<file path="src/rtl/opicorv32_mem_arbiter_pkg.sv">
// Shared types and constants for the two-port native memory arbiter.
package opicorv32_mem_pkg;

    typedef enum logic {
        IDLE = 1'b0,
        BUSY = 1'b1
    } arb_state_t;

    localparam int unsigned PORT_CORE = 0;
    localparam int unsigned PORT_DBG  = 1;

    localparam logic [31:0] ABORT_RDATA = 32'hDEAD_BEEF;

    localparam logic [1:0] GRANT_NONE = 2'b00;
    localparam logic [1:0] GRANT_CORE = 2'b01;
    localparam logic [1:0] GRANT_DBG  = 2'b10;

    function automatic logic [1:0] grant_onehot(input logic dbg_wins);
        return dbg_wins ? GRANT_DBG : GRANT_CORE;
    endfunction

endpackage

</file>
<file path="src/rtl/opicorv32_mem_arbiter_pick.sv">
// Winner selection for the memory arbiter: fixed priority to the core port,
// with a saturating starvation counter that hands one grant to the debug port.
module opicorv32_mem_arb_pick
    import opicorv32_mem_pkg::*;
#(
    parameter int unsigned STARVE_LIMIT = 4
) (
    input  logic clk,
    input  logic reset,
    input  logic m0_valid,
    input  logic m1_valid,
    input  logic arb_en,
    output logic pick_valid,
    output logic pick_port
);

    logic [3:0] starve_cnt_q;
    logic [3:0] starve_cnt_d;
    logic       starved;

    always_comb begin
        starved      = (starve_cnt_q == 4'(STARVE_LIMIT));
        pick_valid   = m0_valid | m1_valid;
        pick_port    = m1_valid & (~m0_valid | starved);
        starve_cnt_d = starve_cnt_q;
        if (arb_en && pick_valid) begin
            if (pick_port == 1'(PORT_DBG)) begin
                starve_cnt_d = '0;
            end else if (m1_valid && !starved) begin
                starve_cnt_d = starve_cnt_q + 4'd1;
            end
        end
    end

    always_ff @(posedge clk or posedge reset) begin
        if (reset) begin
            starve_cnt_q <= '0;
        end else begin
            starve_cnt_q <= starve_cnt_d;
        end
    end

endmodule

</file>
<file path="src/rtl/opicorv32_mem_arbiter.sv">
// Two-port arbiter in front of the native memory bus, one transaction in flight.
// Optional bus watchdog enabled by defining OPICORV32_MEM_TIMEOUT_EN.
module opicorv32_mem_arbiter
    import opicorv32_mem_pkg::*;
#(
    parameter int unsigned STARVE_LIMIT   = 4,
    parameter int unsigned TIMEOUT_CYCLES = 255
) (
    input  logic        clk,
    input  logic        reset,

    input  logic        m0_valid,
    input  logic        m0_instr,
    input  logic [31:0] m0_addr,
    input  logic [31:0] m0_wdata,
    input  logic [3:0]  m0_wstrb,
    output logic        m0_ready,
    output logic [31:0] m0_rdata,

    input  logic        m1_valid,
    input  logic        m1_instr,
    input  logic [31:0] m1_addr,
    input  logic [31:0] m1_wdata,
    input  logic [3:0]  m1_wstrb,
    output logic        m1_ready,
    output logic [31:0] m1_rdata,

    output logic        mem_valid,
    output logic        mem_instr,
    output logic [31:0] mem_addr,
    output logic [31:0] mem_wdata,
    output logic [3:0]  mem_wstrb,
    input  logic        mem_ready,
    input  logic [31:0] mem_rdata,

    output logic [1:0]  grant,
    output logic        err
);

    if (STARVE_LIMIT == 0 || STARVE_LIMIT > 15 || TIMEOUT_CYCLES == 0) begin : g_bad_params
        $error("opicorv32_mem_arbiter: parameter out of range");
    end

    arb_state_t  state_q, state_d;
    logic        mem_valid_q, mem_valid_d;
    logic        mem_instr_q, mem_instr_d;
    logic [31:0] mem_addr_q, mem_addr_d;
    logic [31:0] mem_wdata_q, mem_wdata_d;
    logic [3:0]  mem_wstrb_q, mem_wstrb_d;
    logic [1:0]  grant_q, grant_d;

    logic        pick_valid;
    logic        pick_port;
    logic        busy;
    logic        abort_now;
    logic        done;
    logic [31:0] resp_rdata;

    opicorv32_mem_arb_pick #(
        .STARVE_LIMIT (STARVE_LIMIT)
    ) u_pick (
        .clk        (clk),
        .reset      (reset),
        .m0_valid   (m0_valid),
        .m1_valid   (m1_valid),
        .arb_en     (state_q == IDLE),
        .pick_valid (pick_valid),
        .pick_port  (pick_port)
    );

    assign busy = (state_q == BUSY);

`ifdef OPICORV32_MEM_TIMEOUT_EN
    localparam int unsigned WAIT_W =
        ($clog2(TIMEOUT_CYCLES + 1) > 8) ? $clog2(TIMEOUT_CYCLES + 1) : 8;

    logic [WAIT_W-1:0] wait_cnt_q, wait_cnt_d;
    logic              err_q, err_d;

    assign abort_now = busy && (wait_cnt_q == WAIT_W'(TIMEOUT_CYCLES));

    // A real mem_ready in the abort cycle wins, so the error only latches without it.
    always_comb begin
        wait_cnt_d = wait_cnt_q;
        err_d      = err_q;
        if (state_q == IDLE) begin
            wait_cnt_d = '0;
        end else if (!mem_ready) begin
            if (abort_now) begin
                err_d = 1'b1;
            end else begin
                wait_cnt_d = wait_cnt_q + 1'b1;
            end
        end
    end

    always_ff @(posedge clk or posedge reset) begin
        if (reset) begin
            wait_cnt_q <= '0;
            err_q      <= 1'b0;
        end else begin
            wait_cnt_q <= wait_cnt_d;
            err_q      <= err_d;
        end
    end

    assign err = err_q;
`else
    assign abort_now = 1'b0;
    assign err       = 1'b0;
`endif

    assign done       = busy && (mem_ready || abort_now);
    assign resp_rdata = (abort_now && !mem_ready) ? ABORT_RDATA : mem_rdata;

    always_comb begin
        state_d     = state_q;
        mem_valid_d = mem_valid_q;
        mem_instr_d = mem_instr_q;
        mem_addr_d  = mem_addr_q;
        mem_wdata_d = mem_wdata_q;
        mem_wstrb_d = mem_wstrb_q;
        grant_d     = grant_q;
        case (state_q)
            IDLE: begin
                if (pick_valid) begin
                    if (pick_port) begin
                        mem_instr_d = m1_instr;
                        mem_addr_d  = m1_addr;
                        mem_wdata_d = m1_wdata;
                        mem_wstrb_d = m1_wstrb;
                    end else begin
                        mem_instr_d = m0_instr;
                        mem_addr_d  = m0_addr;
                        mem_wdata_d = m0_wdata;
                        mem_wstrb_d = m0_wstrb;
                    end
                    mem_valid_d = 1'b1;
                    grant_d     = grant_onehot(pick_port);
                    state_d     = BUSY;
                end
            end
            BUSY: begin
                if (done) begin
                    mem_valid_d = 1'b0;
                    grant_d     = GRANT_NONE;
                    state_d     = IDLE;
                end
            end
            default: state_d = IDLE;
        endcase
    end

    always_ff @(posedge clk or posedge reset) begin
        if (reset) begin
            state_q     <= IDLE;
            mem_valid_q <= 1'b0;
            mem_instr_q <= 1'b0;
            mem_addr_q  <= '0;
            mem_wdata_q <= '0;
            mem_wstrb_q <= '0;
            grant_q     <= GRANT_NONE;
        end else begin
            state_q     <= state_d;
            mem_valid_q <= mem_valid_d;
            mem_instr_q <= mem_instr_d;
            mem_addr_q  <= mem_addr_d;
            mem_wdata_q <= mem_wdata_d;
            mem_wstrb_q <= mem_wstrb_d;
            grant_q     <= grant_d;
        end
    end

    assign mem_valid = mem_valid_q;
    assign mem_instr = mem_instr_q;
    assign mem_addr  = mem_addr_q;
    assign mem_wdata = mem_wdata_q;
    assign mem_wstrb = mem_wstrb_q;
    assign grant     = grant_q;

    // Response path is combinational so the requester sees ready in the bus cycle.
    assign m0_ready = done && grant_q[PORT_CORE];
    assign m1_ready = done && grant_q[PORT_DBG];
    assign m0_rdata = (busy && grant_q[PORT_CORE]) ? resp_rdata : '0;
    assign m1_rdata = (busy && grant_q[PORT_DBG])  ? resp_rdata : '0;

endmodule

</file>
<file path="config.mk">
export PLATFORM = sky130hd
export DESIGN_NAME = opicorv32_mem_arbiter
export DESIGN_NICKNAME = d
export VERILOG_FILES = /design/src/rtl/opicorv32_mem_arbiter_pkg.sv /design/src/rtl/opicorv32_mem_arbiter_pick.sv /design/src/rtl/opicorv32_mem_arbiter.sv
export SDC_FILE = /design/constraint.sdc
export NUM_CORES = 1
export LEC_CHECK = 0
export CAP_MARGIN = 20
export CORE_AREA = 3 3 122 124
export CTS_CLUSTER_SIZE = 16
export DETAILED_ROUTE_END_ITERATION = 8
export DIE_AREA = 0 0 125 127
export GPL_ROUTABILITY_DRIVEN = 0
export PLACE_DENSITY = 0.77
export SYNTH_ARGS = -nofsm -noshare
export SYNTH_HDL_FRONTEND = slang
export SYNTH_SLANG_ARGS = --single-unit
export TNS_END_PERCENT = 30
</file>
<file path="constraint.sdc">
create_clock -name clk -period 2.35 [get_ports clk]
set_input_delay 0.47 -clock clk [delete_from_list [all_inputs] [get_ports clk]]
set_output_delay 0.47 -clock clk [all_outputs]
set_load 0.01 [all_outputs]
</file>
* Word level (Yosys, flattened, before mapping)
Cells that the tools add are included.
Cells by class: $add $sub $neg 1, eq/ne operators 3, muxes and demuxes 18, bitwise gates (word level) 5, reductions and logical operators 12
Operators with widths (count):
- $mux W32 | 4
- $mux W4 | 3
- $logic_and A1 B1 Y1 | 7
- $mux W2 | 3
- $reduce_and A2 Y1 | 3
- $mux W1 | 5
- $add A4 B1 Y4 const B | 1
- $eq A4 B3 Y1 const B | 1
- $pmux W1 S2 | 2
- $pmux W2 S2 | 1
- $ne A2 B1 Y1 const B | 1
- $ne A2 B2 Y1 const B | 1
- $not A1 Y1 | 2
- $or A1 B1 Y1 | 2
- $reduce_bool A2 Y1 | 1
- $and A1 B1 Y1 | 1
- $logic_not A1 Y1 | 1
Storage, ports and cells: bits in registers 77, input port bits 175, output and inout port bits 139, word-level logic and storage cells 47

* Depth between registers and ports, before layout
word-level depth 6, gate-level depth with buffers 7, depth with buffers taken out 5

* Modules after synthesis
Synthesis repeated with hierarchy kept, for this count alone.
Unflattened totals: cells, all modules 429, area, all modules 4088.9 sq um
Modules (own cells, without submodules):
- opicorv32_mem_arbiter | instances 1, cells each 399, area an instance 3832.4 sq um, seq. area each 1826.8 sq um
- opicorv32_mem_arb_pick | instances 1, cells each 30, area an instance 256.5 sq um, seq. area each 100.1 sq um

* Worst setup path before layout
No wires, ideal clock.
kind register to register, from register u_pick.starve_cnt_q[0], to register mem_addr_q[0], in the netlist mem_addr[0], data arrival time 1.572 ns, slack 0.653 ns, cell stages (with the launch flop) 8, path buffers 2, clock period less this slack 1.697 ns, path through dfrtp_1 inv_1 ha_1 nand3b_4 o211a_1 buf_6 buf_8 a221o_1
Between the ends: word-level cells in the longest chain between the ends 4
Ends and longest elaborated chain:
- from (decl) | line opicorv32_mem_arbiter_pick.sv:17 | logic [3:0] starve_cnt_q;
- from (signal assigned) | line opicorv32_mem_arbiter_pick.sv:39 | starve_cnt_q <= starve_cnt_d;
- $eq A4 B3 Y1 | line opicorv32_mem_arbiter_pick.sv:22 | starved = (starve_cnt_q == 4'(STARVE_LIMIT));
- $or A1 B1 Y1 | line opicorv32_mem_arbiter_pick.sv:24 | pick_port = m1_valid & (~m0_valid | starved);
- $and A1 B1 Y1 | line opicorv32_mem_arbiter_pick.sv:24
- $mux W32 | line opicorv32_mem_arbiter.sv:127 | if (pick_port) begin
- to (signal assigned) | line opicorv32_mem_arbiter.sv:167 | mem_addr_q <= mem_addr_d;
- to (decl) | line opicorv32_mem_arbiter.sv:47 | logic [31:0] mem_addr_q, mem_addr_d;
Every way passes these cells. A chain may end at the register's enable or synchronous reset.

* Worst setup path after layout
from register grant_q[1], in the netlist grant[1], to output port m1_rdata[17]
Between the ends: word-level cells in the longest chain between the ends 2
Ends and longest elaborated chain:
- from (decl) | line opicorv32_mem_arbiter.sv:50 | logic [1:0] grant_q, grant_d;
- from (signal assigned) | line opicorv32_mem_arbiter.sv:170 | grant_q <= grant_d;
- $logic_and A1 B1 Y1 | line opicorv32_mem_arbiter.sv:185 | assign m1_rdata = (busy && grant_q[PORT_DBG]) ? resp_rdata : '0;
- $mux W32 | line opicorv32_mem_arbiter.sv:185
- to (decl) | line opicorv32_mem_arbiter.sv:26 | output logic [31:0] m1_rdata,
Every way passes these cells.

==> flow_summary.yaml <==
synth:
  synth_xor_area_share_pct: 0
  synth_fa_ha_area_share_pct: 0.616
  muxShareOfSynthArea_pct: 0.246
  netlist_area_um2: 4060
  synthesis.nets: 532
  synthSimpleGateAreaFrac_pct: 24.9
  synth_top_family_by_area: "simple AND/OR/NAND/NOR gates"
  yosysWarningCount: 0
  syn_inst: 355
  yosysSeqAreaShare_pct: 47.4
  synth-seq-cells: 77
  yosysUniqueCellTypes: 29
  avgSynthCellArea_um2: 11.4
  synth_compound_area_share_pct: 18.9
run:
  maxCapViolations: 0
die:
  ioPinCount: 314
  chipWidth_um: 125
  start_util_pct: 29.3
  num_rows: 43
  dieArea_um2: 15900
  design.core.area_um2: 13900
  die_y_um: 127
clock_network:
  cts-htree-levels: 3
  cts-root-buf: "clkbuf_16"
  cts_sinks: 77
  path_clk_slew_ns: 0.06
  ctsHoldBuffers: 0
  cts_buffers: 9
  clk_latency_ns: 0.33
  cts_setup_buffers: 0
  cts_tree: "yes"
  clock_path_buffers: 2
  cts-resized-gates: 0
routing:
  drt-initial-drc-count: 222
  drc: 0
  viasPerCell: 4.88
  vias: 4087
  dr.pass1.iters: 4
  ant_nets: 0
  finalWirelength_mm: 15.2
  post_drt_wl_per_cell_um: 18.2
grt:
  grt_pass1_vias: 4317
  grt_antenna_before_repair: 0
  top_usage_layer: "met2"
  overflow: 0
  grt_max_degree: 70
  grt_util_met2_pct: 32.9
  grt_pass1_wl_mm: 23.6
  grt_use_met3_pct: 3.39
  grt_usage_pct: 18.3
  met1_usage_pct: 22.4
setup_path:
  arrival_ns: 1.73
  cp-end-kind: "output port"
  crit_path_max_incr_delay_ns: 0.55
  crit_type: "flop to output port"
  path_cells: "buf_4 > and3_1 > clkdlybuf4s50_1"
  crit_slowest_cell: "clkdlybuf4s50_1"
  required_ns: 1.88
  cp-start-kind: "flop"
  crit_fanout: 35
status:
  outcome: "finished clean"
sta:
  fmax_mhz: 454
  drv_slew: 0
  finalCriticalPeriod_ns: 2.20
  rsz0062_at_grt: "no"
  setup_tns_ns: 0
  post-route-period-util_pct: 93.8
  hold_violations: 0
  setup_viol: 0
  hold-worst-slack_ns: 0.428
  fin_skew_ns: 0.00787
place:
  place_hpwl_mm: 11.4
  portBuffers: 312
finish:
  final_common_cell: "clkdlybuf4s50_1"
  diodes: 0
  drive_above_1_share_pct: 13.2
  area_growth_pct: 87.7
  fin_nets: 830
  mostFrequentLayoutCells: "clkdlybuf4s50_1 (312), dfrtp_1 (77), a221o_1 (69)"
power:
  p_leak_nw: 3.32
  irDropWorstVdd_uv: 383
  total_power_mw: 6.75
  p_per_area_nw_per_um2: 886
hold_path:
  hold_path.class: "input port to asynchronous set/reset pin"
-- sequential cells by signal, summed over array words and instances, names as in the netlist --
name,count
u_pick.starve_cnt_q,4
busy,1
mem_wstrb,4
mem_wdata,32
grant,2
mem_addr,32
mem_valid,1
mem_instr,1
-- power breakdown --
part	internal, mW	switching (mW)
clock	0.963	0.529
sequential	1.79	0.257
combinational	1.95	1.27
total	4.70	2.05
-- layer usage --
| metal | share of wire (%) | routed length [um] |
|---|---|---|
| met1 | 41 | 6210 |
| met5 | 0 | 0 |
| met4 | 1.7 | 257 |
| met3 | 5.9 | 899 |
| met2 | 52 | 7870 |
-- critical path, delay by kind of cell (launching register included) --
family        cells  cell delay, ns
buf+inv           2            0.84
flops             1            0.33
simple gates      1            0.24
-- cell families (layout without fill, tap and decap cells) --
family          count (synthesis)  count (layout)
buf+inv                        43             346
fa+ha+maj                       2               2
other cells                     1               1
compound gates                 79              79
mux                             1               1
flops                          77              77
simple gates                  152             152
-- per-stage QoR --
| stage | worst slack (ns) | area [um2] | cells | util (%) |
|---|---|---|---|---|
| final | 0.147 | 7620 | 838 | 54.9 |
| after global routing | 0.0743 | 7620 | 838 | 54.9 |
| after CTS | 0.131 | 7620 | 838 | 54.9 |
| after detailed placement | 0.182 | 7300 | 822 | 52.6 |
| after global placement | 0.198 | 7300 | 822 | 52.6 |
| after floorplan | 0.653 | 4070 | 355 | - |
-- area by class of cell --
cell class	count	area, um2
Clock buffer	11	243
Clock inverter	5	82.6
Fill cell	1174	6260
Inverter	6	26.3
Multi-Input combinational cell	235	1830
Sequential cell	77	1930
Tap cell	180	225
Timing Repair Buffer	324	3290
-- final timing paths --
| check | startpoint | endpoint | slack [ns] | depth (start not counted) |
|---|---|---|---|---|
| min in group clk | mem_valid$_DFFE_PP0P_ | mem_valid$_DFFE_PP0P_ | 0.49 | 2 |
| worst max register to register | u_pick.starve_cnt_q[0]$_DFFE_PP0P_ | mem_wdata[24]$_DFFE_PP0P_ | 0.50 | 6 |
| worst max-delay path | grant[1]$_DFFE_PP0P_ | m1_rdata[17] | 0.15 | 3 |
| max in group asynchronous | reset | mem_addr[15]$_DFFE_PP0P_ | 1.32 | 3 |
| worst min-delay path | reset | u_pick.starve_cnt_q[1]$_DFFE_PP0P_ | 0.43 | 2 |
| worst min register to register | mem_valid$_DFFE_PP0P_ | mem_valid$_DFFE_PP0P_ | 0.49 | 2 |
-- cell usage after synthesis --
cell       number  area (um2)
inv_1           6        22.5
mux2i_1         1        10.0
and3_1         66         413
buf_2           1        5.00
buf_6           3        33.8
o21bai_2        1        11.3
nand3b_1        1        7.51
and2_1         16         100
nand2b_1        3        18.8
o22ai_1         1        6.26
conb_1          1        3.75
nand3_1         4        20.0
nand2_1         7        26.3
ha_1            2        25.0
a31o_2          2        17.5
buf_8           7         105
a31oi_1         1        6.26
clkbuf_1       20        75.1
nand3b_4        1        20.0
a2111oi_0       1        8.76
clkbuf_8        5        68.8
and2_2         53         398
a221o_1        69         691
dfrtp_1        77        1930
a21oi_2         1        8.76
o21ai_0         2        10.0
buf_4           1        7.51
o211a_1         1        10.0
nor2b_1         1        6.26
Note: power is estimated with default switching activity, not from simulation.
